`config.mk`:
```
export PLATFORM = sky130hd
export DESIGN_NAME = debounce_pulse_gen_flat
export DESIGN_NICKNAME = d
export VERILOG_FILES = /design/src/rtl/debounce_pulse_gen_if.sv /design/src/rtl/debounce_pulse_gen.sv /design/src/flat_wrapper.sv
export SDC_FILE = /design/constraint.sdc
export NUM_CORES = 1
export LEC_CHECK = 0
export BUFFER_PORTS_ARGS = -buffer_cell sky130_fd_sc_hd__buf_4
export CORE_ASPECT_RATIO = 0.75
export CORE_MARGIN = 5
export CORE_UTILIZATION = 40
export CTS_CLUSTER_SIZE = 20
export DETAILED_ROUTE_END_ITERATION = 10
export PLACE_DENSITY_LB_ADDON = 0.2
export SLEW_MARGIN = 20
export SYNTH_ARGS = -nofsm -noshare
export SYNTH_HDL_FRONTEND = slang
export SYNTH_SLANG_ARGS = --single-unit
```
`constraint.sdc`:
```
create_clock -name clk -period 1.5 [get_ports clk]
set_input_delay 0.15 -clock clk [delete_from_list [all_inputs] [get_ports clk]]
set_output_delay 0.15 -clock clk [all_outputs]
set_load 0.005 [all_outputs]
```
`src/rtl/debounce_pulse_gen_if.sv`:
```
// Button-conditioning bus: raw button in, debounced level, press strobe and busy flag out.
interface debounce_pulse_gen_if;
    logic btn_in;
    logic pulse_out;
    logic level_out;
    logic busy;

    modport master (
        output btn_in,
        input  pulse_out,
        input  level_out,
        input  busy
    );

    modport slave (
        input  btn_in,
        output pulse_out,
        output level_out,
        output busy
    );
endinterface

```
`src/rtl/debounce_pulse_gen.sv`:
```
// Synchronises and debounces a push button, emitting one pulse per accepted press.
// Optional auto-repeat while held is compiled in with `define DEBOUNCE_AUTOREPEAT_EN.
module debounce_pulse_gen #(
    parameter int unsigned DEBOUNCE_CYCLES = 16,
    parameter int unsigned CNT_W           = 8,
    parameter int unsigned REPEAT_DELAY    = 64,
    parameter int unsigned REPEAT_PERIOD   = 16
) (
    input logic                 clk,
    input logic                 rst,
    debounce_pulse_gen_if.slave bus
);

    typedef enum logic [1:0] {
        IDLE,
        ARM_PRESS,
        HELD,
        ARM_RELEASE
    } state_t;

    localparam logic [CNT_W-1:0] DB_LAST = CNT_W'(DEBOUNCE_CYCLES - 1);
    localparam logic [CNT_W-1:0] CNT_ONE = CNT_W'(1);

    logic             sync1;
    logic             sync2;
    logic             btn_sync;
    state_t           state;
    logic [CNT_W-1:0] cnt;
    logic             pulse;
    logic             level;
    logic             busy_q;

`ifdef DEBOUNCE_AUTOREPEAT_EN
    typedef enum logic {
        PH_DELAY,
        PH_PERIOD
    } phase_t;

    localparam logic [CNT_W-1:0] REP_DELAY_LAST  = CNT_W'(REPEAT_DELAY - 1);
    localparam logic [CNT_W-1:0] REP_PERIOD_LAST = CNT_W'(REPEAT_PERIOD - 1);

    logic [CNT_W-1:0] rep_cnt;
    phase_t           phase;
`else
    // Repeat timing parameters stay in the parameter list so callers can override them in either build.
    if (REPEAT_DELAY == 0 || REPEAT_PERIOD == 0) begin : g_repeat_cfg_unused
    end
`endif

    always_ff @(posedge clk or posedge rst) begin
        if (rst) begin
            sync1 <= 1'b0;
            sync2 <= 1'b0;
        end else begin
            sync1 <= bus.btn_in;
            sync2 <= sync1;
        end
    end

    assign btn_sync = sync2;

    always_ff @(posedge clk or posedge rst) begin
        if (rst) begin
            state  <= IDLE;
            cnt    <= '0;
            pulse  <= 1'b0;
            level  <= 1'b0;
            busy_q <= 1'b0;
`ifdef DEBOUNCE_AUTOREPEAT_EN
            rep_cnt <= '0;
            phase   <= PH_DELAY;
`endif
        end else begin
            pulse <= 1'b0;
            case (state)
                IDLE: begin
                    if (btn_sync) begin
                        state  <= ARM_PRESS;
                        cnt    <= CNT_ONE;
                        busy_q <= 1'b1;
                    end
                end

                ARM_PRESS: begin
                    if (!btn_sync) begin
                        state  <= IDLE;
                        cnt    <= '0;
                        busy_q <= 1'b0;
                    end else if (cnt == DB_LAST) begin
                        state  <= HELD;
                        cnt    <= '0;
                        level  <= 1'b1;
                        pulse  <= 1'b1;
                        busy_q <= 1'b0;
`ifdef DEBOUNCE_AUTOREPEAT_EN
                        rep_cnt <= '0;
                        phase   <= PH_DELAY;
`endif
                    end else begin
                        cnt <= cnt + CNT_ONE;
                    end
                end

                HELD: begin
`ifdef DEBOUNCE_AUTOREPEAT_EN
                    // Repeat timing runs on every HELD cycle; the count survives ARM_RELEASE bounces.
                    if (phase == PH_DELAY && rep_cnt == REP_DELAY_LAST) begin
                        pulse   <= 1'b1;
                        rep_cnt <= '0;
                        phase   <= PH_PERIOD;
                    end else if (phase == PH_PERIOD && rep_cnt == REP_PERIOD_LAST) begin
                        pulse   <= 1'b1;
                        rep_cnt <= '0;
                    end else begin
                        rep_cnt <= rep_cnt + CNT_ONE;
                    end
`endif
                    if (!btn_sync) begin
                        state  <= ARM_RELEASE;
                        cnt    <= CNT_ONE;
                        busy_q <= 1'b1;
                    end
                end

                ARM_RELEASE: begin
                    if (btn_sync) begin
                        state  <= HELD;
                        cnt    <= '0;
                        busy_q <= 1'b0;
                    end else if (cnt == DB_LAST) begin
                        state  <= IDLE;
                        cnt    <= '0;
                        level  <= 1'b0;
                        busy_q <= 1'b0;
                    end else begin
                        cnt <= cnt + CNT_ONE;
                    end
                end

                default: begin
                    state  <= IDLE;
                    cnt    <= '0;
                    level  <= 1'b0;
                    busy_q <= 1'b0;
                end
            endcase
        end
    end

    assign bus.pulse_out = pulse;
    assign bus.level_out = level;
    assign bus.busy      = busy_q;

endmodule

```
`src/flat_wrapper.sv`:
```
// flat-port wrapper written by rule: the top's interface ports become plain ports
module debounce_pulse_gen_flat 
#(
    parameter int unsigned DEBOUNCE_CYCLES = 16,
    parameter int unsigned CNT_W           = 8,
    parameter int unsigned REPEAT_DELAY    = 64,
    parameter int unsigned REPEAT_PERIOD   = 16
)
  (clk, rst, bus_btn_in, bus_pulse_out, bus_level_out, bus_busy);
  debounce_pulse_gen_if bus_i ();
  input logic clk;
  input logic rst;
  input wire logic [$bits(bus_i.btn_in)-1:0] bus_btn_in;
  output wire logic [$bits(bus_i.pulse_out)-1:0] bus_pulse_out;
  output wire logic [$bits(bus_i.level_out)-1:0] bus_level_out;
  output wire logic [$bits(bus_i.busy)-1:0] bus_busy;
  assign bus_i.btn_in = bus_btn_in;
  assign bus_pulse_out = bus_i.pulse_out;
  assign bus_level_out = bus_i.level_out;
  assign bus_busy = bus_i.busy;
  debounce_pulse_gen #(.DEBOUNCE_CYCLES(DEBOUNCE_CYCLES), .CNT_W(CNT_W), .REPEAT_DELAY(REPEAT_DELAY), .REPEAT_PERIOD(REPEAT_PERIOD)) u_core (.clk(clk), .rst(rst), .bus(bus_i));
endmodule
```
==> impl_metrics.toml, run 1 <==
[outcome]
status = "complete, no violations"

[grt]
grt_pass1_vias = 630
grt_overflow = 0
grt_use_total_pct = 13.7
antenna_found_initial = 0
grt_max_degree = 16
grt_pass1_wl_um = 2730

[synthesis]
synth_edf_count = 0
syn_area_per_cell_um2 = 10.6
ys.flop_type = "dfrtp_1"
syn_area_um2 = 713
synth_top_family_by_area = "compound AO/OA/AOI/OAI gates"
synth-seq-area-share_pct = 52.6
synth_cell_types = 27
synthArstFlopShare_pct = 100
synth-xor-area-share_pct = 5.96
yosys-top-cells-count = "dfrtp_1, o21ai_0, nor2_1"
synth.most_common_cell = "dfrtp_1"
ys_seq_elements = 15
synthAdderAreaFrac_pct = 1.75
synth_top_area_share_pct = 52.6
yosysTopAreaCell = "dfrtp_1"
yosys.area_share.simple_pct = 18.4
synthTopCellsByArea = "dfrtp_1, o21ai_0, nand3_1, nor2_1, nor4_4"
synth_compound_area_share_pct = 18.4
synth_nets = 71
synth_mux_area_share_pct = 0
synth_cells = 67
ys_warn_count = 0

[critical_path]
worstPathCellList = "nor4_4 -> buf_4 -> a211oi_4 -> and3_1 -> a221o_1"
crit_arrival_ns = 1.66
worst-path-buf-inv = 1
critPathRequiredTime_ns = 1.68
critPathKind = "reg2reg"
r2r-start = "u_core.cnt[4]"
reg2reg_slack_ns = 0.01
worstSetupEndpointType = "flip-flop"
slowest_delay_ns = 0.42
start_kind = "flip-flop"
critPathTopFamily = "simple AND/OR/NAND/NOR gates"
reg2reg_depth = 5
regToRegEndpoint = "u_core.cnt[7]"
cp_max_fo = 5
slowest_stage = "dfrtp_1"

[cts]
cts_made_buffers = 3
ctsRootBufferMaster = "clkbuf_4"
cts_max_level = 1
cts_num_sinks = 15
clkLatencyLatePin_ns = 0.28
cts_tree = "built"
clk_pin_slew_ns = 0.09
cts_buffer_depth = 2

[hold_path]
hold_path_depth = 0
hold_class = "reg2reg"
min_from = "u_core.sync1"
hold_end = "u_core.btn_sync"

[route]
wl_per_cell_um = 13.9
drc = 0
viasPerCell = 5.20
first_pass_iters = 4
drtIter0Drc = 14
routed_wirelength_um = 1540
num_vias = 577
ant_nets = 0

[timing]
slew_viol_final = 0
tns_ns = 0
max_slew_margin_pct = 61.4
fin_ws_ns = 0.0143
fin_skew_ns = 0.00760
period_share_pct = 99.0
rsz0062_at_grt = "true"
hold_viol = 0
setup_viol = 0
max_freq_mhz = 673
min_period_ns = 1.49
worstMarginPinSlew_ns = 0.579

[floorplanning]
rows = 13
die-area_mm2 = 0.00274
start_util_pct = 41.8
fp.dieH_um = 46.6
core_area_mm2 = 0.00171
io_pins = 6
fp.dieW_um = 58.8

[final_layout]
fin_util_pct = 54.8
area_growth_pct = 31.2
final_nets = 94
stdcell_count = 111
n_antenna_cell = 0
nFillCells = 158
drive_above_1_share_pct = 32.6

[placed_design]
dp.cells = 101
gp_congestion = 0.804
place_ws_ns = -0.0389
numPortBuffers = 5

[power_and_ir_drop]
fin_total_pwr_w = 0.000758
power_density_mw_per_mm2 = 809
p_leak_nw = 0.441
ir_worst_vdd_v = 0.000543

[run]
cap_viol_max_count = 0
-- sequential cells by signal, indices dropped and copies added, names as in the netlist, named ones only --
name and cells:
u_core.btn_sync 1, u_core.bus.busy 1, u_core.bus.level_out 1, u_core.bus.pulse_out 1, u_core.cnt 8, u_core.state 1, u_core.sync1 1
-- worst max path at each step --
stage	slack [ns]	from	cells past startpoint	endpoint
floorplan	-0.05	u_core.cnt[0]	6	u_core.cnt[7]
global placement	-0.03	u_core.cnt[4]	4	u_core.cnt[7]
detailed placement	-0.04	u_core.cnt[4]	4	u_core.cnt[7]
CTS	0.02	u_core.cnt[7]	5	u_core.cnt[7]
global route	-0.04	u_core.cnt[4]	5	u_core.cnt[7]
finish	0.01	u_core.cnt[4]	5	u_core.cnt[7]
-- per-stage QoR --
step | hold WS (ns) | instance area [um^2]
final | 0.355 | 936
after CTS | 0.358 | 918
after floorplan | 0.0515 | 727
after global placement | 0.245 | 845
after global routing | 0.375 | 936
after detailed placement | 0.242 | 845
-- what timing repair did --
action                     CTS  global route
setup endpoints to repair    5             7
cloned                       1             0
gates resized for setup      0             2
setup buffers                2             1
hold buffers                 2             0
hold endpoints to repair    16             0
pin swaps                    3             2
-- cell usage in the layout, fill, tap and decap left out, drive strengths merged --
master        n
dfrtp        15
nor3          2
a211o         1
xnor2         2
inv           3
a211oi        3
dlygate4sd3   2
xor2          2
and3          3
a31oi         1
a22o          2
a21oi         1
buf          17
nand3         5
nand4         1
a221o         1
ha            1
a21boi        1
nand2         5
o21ai         8
and4          1
clkbuf        4
nor4          1
nor2          6
a21o          1
-- per-layer routing --
metal	routed length, um	global-route usage (%)	share of wire [%]	vias to the layer above
met2	748	22.9	48	8
met5	0	0	0	-
met4	9	4.98	0.58	0
met3	64	5.04	4.1	2
li1	-	-	-	290
met1	721	16.3	47	277
-- worst register-to-register path: stages, from the launching register on --
cell and delay (ns):
dfrtp_1 0.42, nor4_4 0.27, buf_4 0.19, a211oi_4 0.08, and3_1 0.16, a221o_1 0.25
-- kinds of logic after synthesis --
family / after synthesis
flip-flops: 15
XOR/XNOR: 4
AO/OA/AOI/OAI: 18
buffers and inverters: 5
adder cells (fa/ha/maj): 1
AND/OR/NAND/NOR: 24
-- area by class of cell --
cell class | instances | area, um^2 | share of cell area [%]
Sequential cell | 15 | 375 | 40.1
Multi-Input combinational cell | 48 | 348 | 37.2
Inverter | 3 | 11.3 | 1.20
Clock buffer | 4 | 26.3 | 2.81
Tap cell | 22 | 27.5 | 2.94
Timing Repair Buffer | 19 | 148 | 15.8
-- where the power goes --
group          internal (W)  total (W)  switching, W
registers          0.000420   0.000435     0.0000152
logic             0.0000449  0.0000897     0.0000448
clock network      0.000103   0.000233      0.000129
No activity file was read; power rests on OpenSTA's default activity.
==> run 2, diff against run 1 <==
==> constraint.sdc (replaced) <==
create_clock -name clk -period 1.8 [get_ports clk]
set_input_delay 0.18 -clock clk [delete_from_list [all_inputs] [get_ports clk]]
set_output_delay 0.18 -clock clk [all_outputs]
set_load 0.005 [all_outputs]
==> run 2 against run 1 <==
  * Total power decreased by 20%
  * Critical path depth unchanged
  * Wire length decreased by 19%
  * Clock skew decreased by 0.0045 ns
  * Maximum frequency decreased by 12%
  * Die area unchanged
  * Global-route usage decreased by 2.5 points
  * Final area decreased by 10%
  * Non-clock buffer count decreased by 9
  * Critical path type unchanged
  * Highest routed layer unchanged
==> impl_metrics.toml, run 2 (synthesized netlist as in run 1, its figures left out) <==
[timing]
tns_ns = 0
max_slew_margin_pct = 63.5
period_share_pct = 93.7
rsz0062_at_grt = "false"
hold_viol = 0
worstMarginPinSlew_ns = 0.547
fin_skew_ns = 0.00309
setup_viol = 0
fin_ws_ns = 0.114
min_period_ns = 1.69
max_freq_mhz = 593
slew_viol_final = 0

[power_and_ir_drop]
power_frac_seq_pct = 60.4
switching_power_w = 0.000141
p_int_w = 0.000463
ir_worst_vdd_v = 0.000505
p_leak_nw = 0.394
power_density_mw_per_mm2 = 719
p_comb_share_pct = 9.2
p_sw_share_pct = 23.4
share_clk_of_total_power_pct = 30.4

[cts]
clk_pin_slew_ns = 0.08
cts_num_sinks = 15
cts_max_level = 1
ctsRootBufferMaster = "clkbuf_4"
cts_tree = "built"
cts_made_buffers = 3
cts_buffer_depth = 2
clkLatencyLatePin_ns = 0.28

[critical_path]
critPathRequiredTime_ns = 2.02
slowest_stage = "dfrtp_1"
critPathTopFamily = "compound AO/OA/AOI/OAI gates"
crit_start = "u_core.cnt[0]"
slowest_delay_ns = 0.42
start_kind = "flip-flop"
crit_arrival_ns = 1.91
worst-path-buf-inv = 0
worstPathCellList = "ha_1 -> and3_2 -> a211oi_4 -> and3_1 -> a221o_1"
critPathKind = "reg2reg"
cp_max_fo = 8
worstSetupEndpointType = "flip-flop"
r2r-start = "u_core.cnt[0]"

[outcome]
status = "complete, no violations"

[placed_design]
place_ws_ns = 0.111
dp.cells = 94
numPortBuffers = 5
placed_cell_area_um2 = 785
gp_congestion = 0.792
dpl.hpwl_um = 926

[final_layout]
regArea_um2 = 375
largest_reg_flops = 8
mostFrequentLayoutCells = "dfrtp_1, o21ai_0, buf_4, nor2_1"
fin_area_um2 = 840
final_common_cell = "dfrtp_1"
nFillCells = 164
n_antenna_cell = 0
stdcell_count = 101
multi_input_area_um2 = 319
area_growth_pct = 17.7
final_nets = 84
drive_above_1_share_pct = 20.3
top_register = "u_core.cnt"

[grt]
grt_pass1_wl_um = 2170
antenna_found_initial = 0
grt_max_degree = 16
grt_pass1_vias = 485
grt_overflow = 0
grt_use_total_pct = 11.3

[route]
drc = 0
ant_nets = 0
wl_per_cell_um = 12.3
first_pass_iters = 4
num_vias = 544
drtIter0Drc = 10
viasPerCell = 5.39
routed_wirelength_um = 1240

[floorplanning]
core_area_mm2 = 0.00171
rows = 13
start_util_pct = 41.8
die-area_mm2 = 0.00274
fp.dieW_um = 58.8
io_pins = 6
fp.dieH_um = 46.6

[hold_path]
min_from = "u_core.sync1"
hold_class = "reg2reg"

[run]
cap_viol_max_count = 0
run 2: changes by cell type in the layout (fill, tap and decap cells not counted), sizes merged:
cell    change
buf         -9
a211oi      -1
run 2: worst paths after layout:
check                                   to  cells past startpoint  slack [ns]
setup / recovery             u_core.cnt[7]                      5        0.11
hold / removal             u_core.btn_sync                      0        0.35
setup reg to reg             u_core.cnt[7]                      5        0.11
hold reg to reg            u_core.btn_sync                      0        0.35
max in group asynchronous  u_core.btn_sync                      3        0.94
min in group asynchronous    u_core.cnt[7]                      3        0.50
run 2: worst register-to-register path, delay by kind of cell, from the launching register on:
kind / cells / cell delay (ns)
adders and majority gates: 1 / 0.24
DFF: 1 / 0.42
and+or+nand+nor: 2 / 0.48
AOI/OAI and AO/OA: 2 / 0.50
run 2: final cells by class:
| cell class | count | share of cell area, % |
|---|---|---|
| sequential | 15 | 44.7 |
| tap | 22 | 3.28 |
| clock buffer | 4 | 3.13 |
| timing repair buffer | 10 | 9.54 |
| inverter | 3 | 1.34 |
| multi-input combinational | 47 | 38.0 |
run 2: per-stage QoR:
step	hold slack, ns	total power, W	util (%)
2_1_floorplan	0.0815	0.000403	-
3_3_place_gp	0.273	0.000422	45.9
3_5_place_dp	0.281	0.000423	45.9
4_1_cts	0.356	0.000611	48.6
5_1_grt	0.386	0.000632	49.2
6_report	0.355	0.000604	49.2
run 2: power groups by stage:
stage,logic (W),clock network (W),registers [W]
after global placement,0.0000508,0,0.000371
after detailed placement,0.0000517,0,0.000371
after floorplan,0.0000360,0,0.000367
final,0.0000553,0.000184,0.000365
after global routing,0.0000642,0.000200,0.000368
after CTS,0.0000547,0.000192,0.000365
run 2: what timing repair did:
| item | in CTS | in global routing |
|---|---|---|
| setup endpoints to repair | 0 | 2 |
| gates resized for setup | 0 | 1 |
| hold buffers | 2 | 0 |
| endpoints found under the hold margin | 16 | 0 |
| buffers inserted | 0 | 1 |
run 2: layer usage:
| layer | part of all wire [%] | vias to the layer above | track usage, % |
|---|---|---|---|
| li1 | - | 267 | - |
| met1 | 52 | 265 | 14.7 |
| met2 | 41 | 10 | 16.5 |
| met3 | 5.5 | 2 | 5.04 |
| met4 | 0.96 | 0 | 4.07 |
| met5 | 0 | - | 0 |
